`config.mk`:
```
export PLATFORM = sky130hd
export DESIGN_NAME = regfile_32x32
export DESIGN_NICKNAME = d
export VERILOG_FILES = /design/src/rtl/regfile_32x32_pkg.sv /design/src/rtl/regfile_32x32.sv
export SDC_FILE = /design/constraint.sdc
export NUM_CORES = 2
export LEC_CHECK = 0
export BUFFER_PORTS_ARGS = -buffer_cell sky130_fd_sc_hd__buf_2
export CAP_MARGIN = 0
export CELL_PAD_IN_SITES_DETAIL_PLACEMENT = 0
export CELL_PAD_IN_SITES_GLOBAL_PLACEMENT = 1
export CORE_ASPECT_RATIO = 1.75
export CORE_MARGIN = 10
export CORE_UTILIZATION = 40
export CTS_BUF_LIST = sky130_fd_sc_hd__clkbuf_16
export DETAILED_ROUTE_END_ITERATION = 12
export PLACE_DENSITY_LB_ADDON = 0.1
export SLEW_MARGIN = 20
export SYNTH_ARGS = -nofsm -noshare
export SYNTH_HDL_FRONTEND = slang
export SYNTH_SLANG_ARGS = --single-unit
```
`constraint.sdc`:
```
create_clock -name clk -period 5.8 [get_ports clk]
set_clock_uncertainty 0.05 [all_clocks]
set_input_delay 0.58 -clock clk [delete_from_list [all_inputs] [get_ports clk]]
set_output_delay 0.58 -clock clk [all_outputs]
set_load 0.005 [all_outputs]
```
`src/rtl/regfile_32x32_pkg.sv`:
```
// Register file shared constants.
// Widths and the hardwired-zero address used by decode/writeback.
package regfile_32x32_pkg;

  localparam int RF_DATA_W = 32;
  localparam int RF_ADDR_W = 5;
  localparam int RF_DEPTH  = 2 ** RF_ADDR_W;

  localparam logic [RF_ADDR_W-1:0] REG_ZERO = '0;

endpackage

```
`src/rtl/regfile_32x32.sv`:
```
// 32x32 register file: two combinational reads, one synchronous write.
// Register 0 always reads as zero and ignores writes.
module regfile_32x32
  import regfile_32x32_pkg::*;
#(
  parameter int DATA_W = RF_DATA_W,
  parameter int ADDR_W = RF_ADDR_W
) (
  input  logic              clk,
  input  logic              rst,
  input  logic              we,
  input  logic [ADDR_W-1:0] raddr1,
  input  logic [ADDR_W-1:0] raddr2,
  input  logic [ADDR_W-1:0] waddr,
  input  logic [DATA_W-1:0] wdata,
  output logic [DATA_W-1:0] rdata1,
  output logic [DATA_W-1:0] rdata2
);

  localparam int DEPTH = 2 ** ADDR_W;
  localparam logic [ADDR_W-1:0] ZERO_A = ADDR_W'(REG_ZERO);

  logic [DATA_W-1:0] regs_q [DEPTH];
  logic              wen_d;

  // Write qualifier: writes to the zero register are dropped.
  always_comb begin
    wen_d = we && (waddr != ZERO_A);
  end

  // Reset clears every entry and wins over a same-edge write.
  always_ff @(posedge clk) begin
    if (rst) begin
      for (int i = 0; i < DEPTH; i++) begin
        regs_q[i] <= '0;
      end
    end else if (wen_d) begin
      regs_q[waddr] <= wdata;
    end
  end

  assign rdata1 = (raddr1 == ZERO_A) ? '0 : regs_q[raddr1];
  assign rdata2 = (raddr2 == ZERO_A) ? '0 : regs_q[raddr2];

endmodule

```
==> run metrics <==
Post-Syn Area per Cell=15.5 um2; Post-CTS Setup Inserts=0; WP depth=8; RSZ-0062 raised after global routing=false; LEAKAGE=slightly above 20 nW; height of the chip=507 um; global-route wire length before repair=279,000 um; Clock Root Buffer=clkbuf_16; final-stage net count=3,561; setup TNS=0 ns; overall routing resource usage=26.3%; register with the most flip-flops=regs_q; Fin. Hold Viols=0; gr busiest metal=met2; crit path max fanout=18; placed instance area=about 57,000 um2; synthesis warning total=0; Row Count=178; initial antenna violation count=17; Via Count=33,400; Post-CTS Resized=0; largest net degree at the start of global routing=87; clock-pin slew on the worst setup and hold paths=0.06 ns; final core occ=44.7%; max reg flops=1,024; P&R area growth vs syn=10.8%; Port Buffer Count=113; crit-path leading delay family=buffers and inverters; post-layout min period=approximately 4.7 ns; First-pass DRT Iterations=5; critical path type=primary input to output pin; violated checks=antenna violations; gr ovfl total=0; Wirelength per Cell=~37 um; Hold-fix buffers, CTS=0; Startpoint Class=primary input; main flop type after synthesis=edfxtp_1; vias in the first global route=35,600; # H-tree levels=3; number of flops mapped to enable cells by yosys=just over 1,000; top post-synthesis cells by area=edfxtp_1 (57%), mux4_2 (20%), and2_1 (11%); Seq/Total Area, Yosys=56.7%; arrival time at the worst endpoint=between 4 and 5 ns; design area=60,100 um2; Remaining DRCs=0; worst-path cell chain=buf_2 > nand3b_1 > buf_4 > o22ai_1 > a2111oi_1 > buf_4 > nor3_1 > buf_2; Boundary Pins=114; distinct cell type count of the synthesized netlist=42; Buf+Inv Stages, Crit Path=4; Post-Syn Area=approximately 54,000 um2; clock sink count=1,024; post-synth top area cell=edfxtp_1; worst vdd ir=0.218 mV; Max Cap Violations=0; total power=0.0173 W; Initial Util=roughly 40%; grt met2 use=46.1%; worst slew pin tran=1.27 ns; DPL Wire Length=123,000 um; core box area=135,000 um2; Post-DRT Antenna Nets=1; share of cells above drive strength 1=between 20% and 30%; Slew Limit Fails=0; CTS buffer count=99; Critical Path Sink Type=output pin; GR Layer Usage met3=4.20%; CP required=~5.2 ns; status=complete, but fails checks; final WL=202,000 um; worst relative slew slack=about 15%; CP peak stage delay=between 1 and 1.5 ns; fin crit share=81.1%; Horiz. Die Dim=298 um; vias per inst=6.19; Syn Inst Count=3,502; Max Freq=213 MHz; share of the synthesized area in the top cell type=a little under three fifths; DIE AREA=151,000 um2; initial drt markers=3,480; worst min path class=primary input to flip-flop; met1 Resource Use GR=between 30% and 40%; Final GP Congestion=0.834; Pwr per Cell Area=288 nW/um2; endpoints failing setup=0; number of synthesized register bits=1,024; clk buf depth=3; highest-delay cell along the critical path=a2111oi_1; Regs by FF count=regs_q: 1024 flops; CTS tree=done; WHS Path Cells=2; asr flop ratio synth=0%
[metrics by stage]
stage,setup slack [ns],hold slack (ns),std cells
6_report,1.10,0.436,5396
3_5_place_dp,1.29,1.17,5210
3_3_place_gp,1.39,1.15,5210
4_1_cts,1.28,0.388,5387
2_1_floorplan,2.96,0.728,3533
5_1_grt,1.20,0.448,5388
[cell type report]
type | count | area [um2]
fill | 11800 | 74400
sequential | 1024 | 30700
tap | 1800 | 2250
clock inverter | 76 | 526
timing repair buffer | 264 | 1920
clock buffer | 101 | 2530
antenna | 9 | 22.5
multi-input combinational | 2120 | 22100
inverter | 2 | 7.51
[report_power, final]
group          internal [W]  switching [W]  total, W
registers           0.00855       0.000227   0.00878
clock network       0.00341        0.00297   0.00638
logic              0.000892        0.00128   0.00217
[cells by family after synthesis]
group	Yosys count	synth area share, %
compound gates	259	3.65
buf+inv	389	3.35
flops	1024	56.7
mux	652	23.0
other cells	1	0.00691
simple gates	1177	13.3
[per-layer routing]
metal	vias up	wire, um
met5	-	21
met4	4	7920
met3	410	13600
met2	1589	104000
met1	17800	76300
li1	13600	-
[cell usage after synthesis (all sizes together), types with 6 or more instances]
| library cell | count |
|---|---|
| o22ai | 103 |
| or2 | 33 |
| mux2i | 150 |
| nor4 | 6 |
| and2 | 995 |
| clkbuf | 271 |
| edfxtp | 1024 |
| nor2b | 14 |
| a21oi | 12 |
| a22oi | 16 |
| mux4 | 472 |
| a22o | 51 |
| a211oi | 7 |
| a2111oi | 55 |
| nand2 | 7 |
| nor3 | 54 |
| buf | 116 |
| nor2 | 36 |
| mux2 | 30 |
[final timing paths]
check	endpoint	slack, ns	from
setup / recovery	rdata2[27]	1.10	raddr2[3]
hold / removal	regs_q[15][2]$_SDFFCE_PN0P_	0.44	wdata[2]
[layout by cell type (no fill, tap or decap), drive strengths merged, types with 30 or more instances in the layout]
cell type	netlist	routed
nor3	54	54
clkinv	0	46
o22ai	103	103
or2	33	33
mux2i	150	150
clkbuf	271	102
a2111oi	55	55
nor2	36	36
mux4	472	472
a22o	51	51
and2	995	995
edfxtp	1024	1024
buf	116	263
conb	1	32
mux2	30	30
(Power assumes the default switching activity.)
